<file path="src/rtl/uart_pkg.sv">
// Shared UART definitions: frame geometry, line idle level and FSM state encodings.
// Used by both uart_rx and uart_tx so the two ends agree on naming and framing.
package uart_pkg;

    localparam int       DATA_BITS = 8;
    localparam logic     LINE_IDLE = 1'b1;

    localparam logic [2:0] ST_IDLE  = 3'd0;
    localparam logic [2:0] ST_START = 3'd1;
    localparam logic [2:0] ST_DATA  = 3'd2;
    localparam logic [2:0] ST_STOP  = 3'd3;
    localparam logic [2:0] ST_BREAK = 3'd4;

    typedef enum logic [2:0] {
        IDLE  = ST_IDLE,
        START = ST_START,
        DATA  = ST_DATA,
        STOP  = ST_STOP,
        BREAK = ST_BREAK
    } uart_state_t;

endpackage

</file>
<file path="src/rtl/uart_sync.sv">
// Two-flop synchronizer for an asynchronous single-bit input; 2-cycle latency,
// no backpressure. Reset loads RESET_VAL so an idle line does not look like an edge.
module uart_sync #(
    parameter logic RESET_VAL = 1'b1
) (
    input  logic clk,
    input  logic reset,
    input  logic d_i,
    output logic q_o
);

    logic meta;

    always_ff @(posedge clk) begin
        if (reset) begin
            meta <= RESET_VAL;
            q_o  <= RESET_VAL;
        end else begin
            meta <= d_i;
            q_o  <= meta;
        end
    end

endmodule

</file>
<file path="src/rtl/uart_rx.sv">
// 8N1 serial receiver: byte out with a one-cycle v_o pulse ~half a bit after the stop bit starts; no backpressure.
// Define UART_RX_MAJORITY_EN for 3-sample majority voting per bit (needs CLKS_PER_BIT >= 4).
module uart_rx
    import uart_pkg::*;
#(
    parameter int CLKS_PER_BIT = 4
) (
    input  logic                 clk,
    input  logic                 reset,
    input  logic                 rx_i,
    output logic [DATA_BITS-1:0] d_o,
    output logic                 v_o,
    output logic                 frame_err_o,
    output logic                 busy_o
);

    localparam int CW   = $clog2(CLKS_PER_BIT) + 1;
    localparam int HALF = CLKS_PER_BIT / 2;
    localparam logic [CW-1:0] CNT_LAST = CW'(CLKS_PER_BIT - 1);
    localparam logic [2:0]    BIT_LAST = 3'(DATA_BITS - 1);

    logic                 rx_s;
    logic                 sample_bit;
    uart_state_t          state, state_n;
    logic [CW-1:0]        cnt, cnt_n, cnt_wrap;
    logic [2:0]           bit_idx, bit_n;
    logic [DATA_BITS-1:0] shreg, shreg_n, d_n;
    logic                 v_n, ferr_n, at_sample;

    uart_sync #(.RESET_VAL(LINE_IDLE)) u_sync (
        .clk   (clk),
        .reset (reset),
        .d_i   (rx_i),
        .q_o   (rx_s)
    );

`ifdef UART_RX_MAJORITY_EN
    if (CLKS_PER_BIT < 4) begin : g_cpb_check
        $error("uart_rx: CLKS_PER_BIT must be >= 4 with majority sampling");
    end

    localparam logic [CW-1:0] CNT_SAMPLE = CW'(HALF);

    // hist[1] holds rx_s from cnt==HALF-2, hist[0] from HALF-1; vote lands at cnt==HALF.
    logic [1:0] hist;

    always_ff @(posedge clk) begin
        if (reset) hist <= {2{LINE_IDLE}};
        else       hist <= {hist[0], rx_s};
    end

    assign sample_bit = (hist[1] & hist[0]) | (hist[1] & rx_s) | (hist[0] & rx_s);
`else
    if (CLKS_PER_BIT < 2) begin : g_cpb_check
        $error("uart_rx: CLKS_PER_BIT must be >= 2");
    end

    localparam logic [CW-1:0] CNT_SAMPLE = CW'(HALF - 1);

    assign sample_bit = rx_s;
`endif

    assign at_sample = (cnt == CNT_SAMPLE);
    assign cnt_wrap  = (cnt == CNT_LAST) ? '0 : cnt + CW'(1);
    assign busy_o    = (state != IDLE);

    always_comb begin
        state_n = state;
        cnt_n   = cnt;
        bit_n   = bit_idx;
        shreg_n = shreg;
        d_n     = d_o;
        v_n     = 1'b0;
        ferr_n  = 1'b0;
        case (state)
            IDLE: begin
                cnt_n = '0;
                if (rx_s != LINE_IDLE) state_n = START;
            end
            START: begin
                // Wrapping keeps counting so every later sample is one full bit period apart.
                cnt_n = cnt_wrap;
                if (at_sample) begin
                    if (sample_bit == LINE_IDLE) begin
                        state_n = IDLE;
                        cnt_n   = '0;
                    end else begin
                        state_n = DATA;
                        bit_n   = '0;
                    end
                end
            end
            DATA: begin
                cnt_n = cnt_wrap;
                if (at_sample) begin
                    shreg_n[bit_idx] = sample_bit;
                    if (bit_idx == BIT_LAST) state_n = STOP;
                    else                     bit_n   = bit_idx + 3'd1;
                end
            end
            STOP: begin
                cnt_n = cnt_wrap;
                if (at_sample) begin
                    d_n   = shreg;
                    cnt_n = '0;
                    if (sample_bit == LINE_IDLE) begin
                        v_n     = 1'b1;
                        state_n = IDLE;
                    end else begin
                        ferr_n  = 1'b1;
                        state_n = BREAK;
                    end
                end
            end
            BREAK: begin
                cnt_n = '0;
                if (rx_s == LINE_IDLE) state_n = IDLE;
            end
            default: begin
                state_n = IDLE;
                cnt_n   = '0;
            end
        endcase
    end

    always_ff @(posedge clk) begin
        if (reset) begin
            state       <= IDLE;
            cnt         <= '0;
            bit_idx     <= '0;
            shreg       <= '0;
            d_o         <= '0;
            v_o         <= 1'b0;
            frame_err_o <= 1'b0;
        end else begin
            state       <= state_n;
            cnt         <= cnt_n;
            bit_idx     <= bit_n;
            shreg       <= shreg_n;
            d_o         <= d_n;
            v_o         <= v_n;
            frame_err_o <= ferr_n;
        end
    end

endmodule

</file>
<file path="config.mk">
export PLATFORM = sky130hd
export DESIGN_NAME = uart_rx
export DESIGN_NICKNAME = d
export VERILOG_FILES = /design/src/rtl/uart_pkg.sv /design/src/rtl/uart_sync.sv /design/src/rtl/uart_rx.sv
export SDC_FILE = /design/constraint.sdc
export NUM_CORES = 1
export LEC_CHECK = 0
export ABC_AREA = 0
export CORE_ASPECT_RATIO = 0.9
export CORE_MARGIN = 2
export CORE_UTILIZATION = 30
export CTS_BUF_LIST = sky130_fd_sc_hd__clkbuf_4 sky130_fd_sc_hd__clkbuf_8
export DETAILED_ROUTE_END_ITERATION = 12
export PLACE_DENSITY = 0.47
export SYNTH_ARGS = -nofsm -noshare
export SYNTH_HDL_FRONTEND = slang
export SYNTH_HIERARCHICAL = 1
export SYNTH_SLANG_ARGS = --single-unit
</file>
<file path="constraint.sdc">
create_clock -name clk -period 1.9 [get_ports clk]
set_input_delay 0.285 -clock clk [delete_from_list [all_inputs] [get_ports clk]]
set_output_delay 0.285 -clock clk [all_outputs]
set_load 0.02 [all_outputs]
</file>
---- Word level (Yosys, flattened, before mapping) ----
Cells that the tools add are included.
storage, ports and cells
  word-level logic and storage cells ...... 63
  output and inout port bits .............. 11
  flip-flop bits (word level) ............. 29
cells by class
  equal/unequal tests ..................... 15
  bitwise logic cells ..................... 2
  magnitude comparators ................... 2
  add/subtract/negate cells ............... 2
  reduce and logical (&&, ||, !) cells .... 9
  mux-type cells .......................... 24
operators by type and width
  cell                                                                                 count
  3-bit two-way mux                                                                    15
  3-bit one-hot mux with 5 select lines                                                1
  2-bit inequality test, second input constant                                         7
  3-bit by 2-bit == test with 1-bit output, second input constant                      3
  3-bit one-hot mux with 3 select lines                                                1
  8-bit bitwise mux                                                                    1
  3-bit by 1-bit adder with 3-bit output, second input constant                        2
  3-bit by 1-bit == test with 1-bit output, second input constant                      2
  3-bit == test, second input constant                                                 2
  3-bit one-hot mux with 2 select lines                                                1
  6-bit AND reduction                                                                  1
  5-bit AND reduction                                                                  1
  3-bit by 4-bit < comparator with 1-bit output, second input constant                 1
  2-bit AND reduction                                                                  2
  1-bit demux with 3-bit select                                                        1
  3-bit by 1-bit greater-or-equal comparator with 1-bit output, second input constant  1
  3-bit zero test                                                                      1
  1-bit two-way mux                                                                    3
  3-bit nonzero test                                                                   1
  3-bit OR reduction                                                                   1
  2-bit two-way mux                                                                    1
  2-bit by 1-bit inequality test with 1-bit output, second input constant              1
  1-bit NOT                                                                            2
  2-bit nonzero test                                                                   1
  1-bit logical AND                                                                    1

---- Longest topological paths before layout ----
  depth after elaboration ................. 5
  gate-level depth with buffers ........... 6
  depth with buffers taken out ............ 5

---- Modules after synthesis ----
Netlist, hierarchy kept.
modules (own cells, without submodules)
  module     area an instance (µm²)  times used  cells an instance
  uart_rx    1308.8                  1           135
  uart_sync  52.6                    1           4

---- Worst setup path after synthesis ----
No wires, ideal clock.
  kind .................................... reg-to-reg
  start point ............................. register bit_idx[0]
  end point ............................... register bit_idx[0]
  data required time ...................... 1.828 ns
  path slack .............................. 0.279 ns
  period minus slack after synthesis ...... 1.621 ns
  cell stages (with the launch flop) ...... 6
  buffers on the path ..................... 0
  library setup time ...................... 0.072 ns
  data arrival time ....................... 1.550 ns
  cell sequence ........................... dfxtp_1 -> ha_1 -> ha_1 -> or3b_2 -> a21oi_4 -> mux2i_1
on the way
  cells in the longest elaborated chain, start to end .. 4
  elaborated cells between the ends (all ways) .. 7
RTL lines
  item                                    line            text
  from (decl)                             uart_rx.sv:26   logic [2:0] bit_idx, bit_n;
  from (signal assigned)                  uart_rx.sv:138  bit_idx <= bit_n;
  3-bit by 1-bit adder with 3-bit output  uart_rx.sv:98   else bit_n = bit_idx + 3'd1;
  3-bit two-way mux                       uart_rx.sv:97   if (bit_idx == BIT_LAST) state_n = STOP;
  3-bit two-way mux                       uart_rx.sv:95   if (at_sample) begin
  3-bit one-hot mux with 2 select lines   uart_rx.sv:75   case (state)
Several ways; a longest one is shown, not always the timed one. The select of a mux whose other input is x is not followed.
A chain may end at the register's enable or synchronous reset.

---- Final worst setup path ----
Same ends and word-level chain as after synthesis.

==> results.md <==
- GRT overflow: 0
- Hold buffer count at CTS: 0
- Most used cell along the critical path: ha_1
- Multi-input logic area: 717 um2
- Sequential area share after synthesis: 42.6%
- Setup TNS Final: 0 ns
- Synthesized Nets: 146
- Reg-to-reg endpoint: bit_idx[0]
- Nets: roughly 160
- Vias per inst: approximately 4.6
- CTS Buffer Depth: 2
- Reg clk slew, reported paths: around 0.060 ns
- Final Hold Vio Count: 0
- Hold WC Path Type: flip-flop to flip-flop
- Placed Area: around 1500 um2
- Die Span X: between 70 and 80 um
- Post-synth EDFFs: 0
- Critical Path Max Stage Delay: approximately 0.47 ns
- # IOs: 14
- Worst Setup End Kind: flip-flop
- PD cells: between 700 and 800 nW/um2
- Internal power: about 0.00089 W
- DRT Wirelength: ~2600 um
- Worst r2r path cells: 5
- Largest net degree at the start of global routing: 21
- WL/cell: between 10 and 15 um
- Vias in the first global route: between 900 and 1000
- Status: completed
- Family with the most delay on the worst path: simple AND/OR/NAND/NOR gates
- Clk_lat worst skew: 0.28 ns
- Peak VDD IR: 315 uV
- Hold EP: u_sync/q_o
- Net Switching: about 0.00027 W
- DP HPWL: about 1900 um
- Drt pass-1 iters: 4
- Clock sink total: 29
- Layout Skew: 0.00691 ns
- WP data arrival: 1.92 ns
- I/O Buffers: 13
- Reg2reg start: bit_idx[0]
- Comb power frac: about 4.4%
- Mapped Avg Cell Area: a little under 10 um2
- Startpoint Class: flip-flop
- Synth unique cells: 36
- Area growth syn-to-layout: 19.9%
- Crit-path cells: ha_1 -> ha_1 -> or3b_2 -> a21oi_4 -> mux2i_1
- Post-Syn Instances: 139
- Max-slew headroom: around three quarters
- Most frequent cells in the layout: 29 x dfxtp_1, 14 x nand2b_1, 12 x mux2i_1, 12 x clkdlybuf4s50_1
- Setup bufs post-CTS: 0
- Initial antenna violation count: 0
- R2R Setup Slk: 0.19 ns
- Core area: roughly 4400 um2
- Fin util: 37.1%
- Max Fanout on Critical Path: 4
- Clk Tree Root Cell: clkbuf_8
- Gp weighted congestion: roughly 0.76
- DRT iter0 DRCs: 71
- Post-synth ARST share: 0%
- Switch share: 23.2%
- Warnings from Yosys: 6
- Sequential Power Share: a little over half
- Register area: between 500 and 600 um2
- Die Span Y: ~68 um
- Drt drc: 0
- Share of layout cells above drive strength 1: between 10% and 20%
- Setup Viol. Count Final: 0
- Hold depth: 1
- Tcrit/Tclk final: between 90% and 100%
- Fin. max-slew vios: 0
- Die area: approximately 5000 um2
- N_diodes: 0
- FMAX: 0.584 GHz
- Clock power frac: between 40% and 50%
- WP buf/inv: 0
- Hold path start: u_sync/meta
- Total GRT Usage: 11.7%
- Final instance area: 1630 um2
- Fill cells: ~460
- Max Cap Viol: 0
- Htree depth: 2
- Synthesis-stage register bit count: 29
- Top_reg_cell synth: dfxtp_1
- Crit path required time: between 2 and 2.5 ns
- DRT antenna net count: 0
- Tmin final: approximately 1.7 ns
- CTS tree: yes
- Starting density of the core: a little under a third
- Critical path class: flip-flop to flip-flop
- # rows: 23
- Pleak: around 0.64 nW
- Via count: a little over 1000
- Area of the mapped netlist: approximately 1400 um2
- Commonest non-fill, non-tap cell in the layout: dfxtp_1
- First-pass GRT wire length: ~4500 um
- RSZ-0062 raised after global routing: false
- CTS buffer count: 5
- Least-Margin Pin Slew: roughly 0.38 ns
- Crit path max-delay cell type: or3b_2
==> sequential cells by signal, indices dropped and copies added, names as in the netlist <==
name,cells
bit_idx,3
cnt,3
d_o,8
frame_err_o,1
shreg,8
state,3
u_sync/meta,1
u_sync/q_o,1
v_o,1
==> cell usage after synthesis (2+ instances only) <==
library cell | n | area share, %
dfxtp_1 | 29 | 43
nor2_1 | 7 | 1.9
nand4_1 | 2 | 0.92
clkbuf_1 | 3 | 0.83
or2_1 | 2 | 0.92
mux2i_1 | 12 | 8.8
nor3_1 | 2 | 0.74
nand3b_1 | 3 | 1.7
o21ai_0 | 8 | 2.9
nand2_1 | 8 | 2.2
a21oi_1 | 8 | 2.9
ha_1 | 4 | 3.7
nand2b_1 | 14 | 6.4
buf_2 | 3 | 1.1
and4bb_2 | 3 | 2.8
buf_6 | 3 | 2.5
or3b_2 | 2 | 1.3
nand3_1 | 8 | 2.9
==> timing repair <==
item,in CTS,in global routing
resized for setup,1,0
hold endpoints to repair,0,0
setup endpoints to repair,1,0
==> power groups by stage <==
stage          Combinational [W]  Clock [W]  Sequential [W]
4_1_cts                0.0000511   0.000505        0.000615
3_3_place_gp           0.0000514          0        0.000629
2_1_floorplan          0.0000345          0        0.000628
3_5_place_dp           0.0000520          0        0.000629
5_1_grt                0.0000562   0.000535        0.000615
6_report               0.0000509   0.000489        0.000615
==> cell type report <==
type	count	share of cell area, %
repair buffers	18	10.2
inverters	1	0.230
flip-flops and latches	29	35.6
multi-input cells	100	43.9
clock inverters	3	1.07
clock buffers	5	4.22
well taps	62	4.75
==> per-stage QoR <==
step	power, W	instances	hold slack, ns	setup slack, ns
after CTS	0.00117	218	0.410	0.169
after floorplan	0.000662	139	0.382	0.279
final	0.00115	218	0.408	0.188
after detailed placement	0.000681	210	0.392	0.184
after global routing	0.00121	218	0.418	0.0477
after global placement	0.000680	210	0.388	0.244
==> layer usage <==
metal  vias up  GRT usage [%]  share of wire (%)
met1       470           14.7                 50
li1        521              -                  -
met5         -              0                  0
met4         0           4.02                1.0
met3         5           3.98                3.1
met2        11           18.9                 46
==> worst max path at each step <==
stage,cells after the start,start,end
after floorplan,5,bit_idx[0],bit_idx[0]
after global placement,5,bit_idx[0],bit_idx[1]
after detailed placement,5,bit_idx[0],bit_idx[0]
after CTS,5,bit_idx[0],bit_idx[0]
after global routing,4,cnt[0],bit_idx[2]
final,5,bit_idx[0],bit_idx[0]
==> kinds of logic (layout without fill, tap and decap cells) <==
kind of cell             count (synthesis)  after routing  synth area share, %
AND/OR/NAND/NOR                         62             62                 29.4
flip-flops                              29             29                 42.6
multiplexers                            12             12                 8.82
buffers and inverters                   10             27                 4.69
XOR/XNOR                                 1              1                0.643
AO/OA/AOI/OAI                           21             21                 10.1
adder cells (fa/ha/maj)                  4              4                 3.68
No activity file was read; power rests on OpenSTA's default activity.
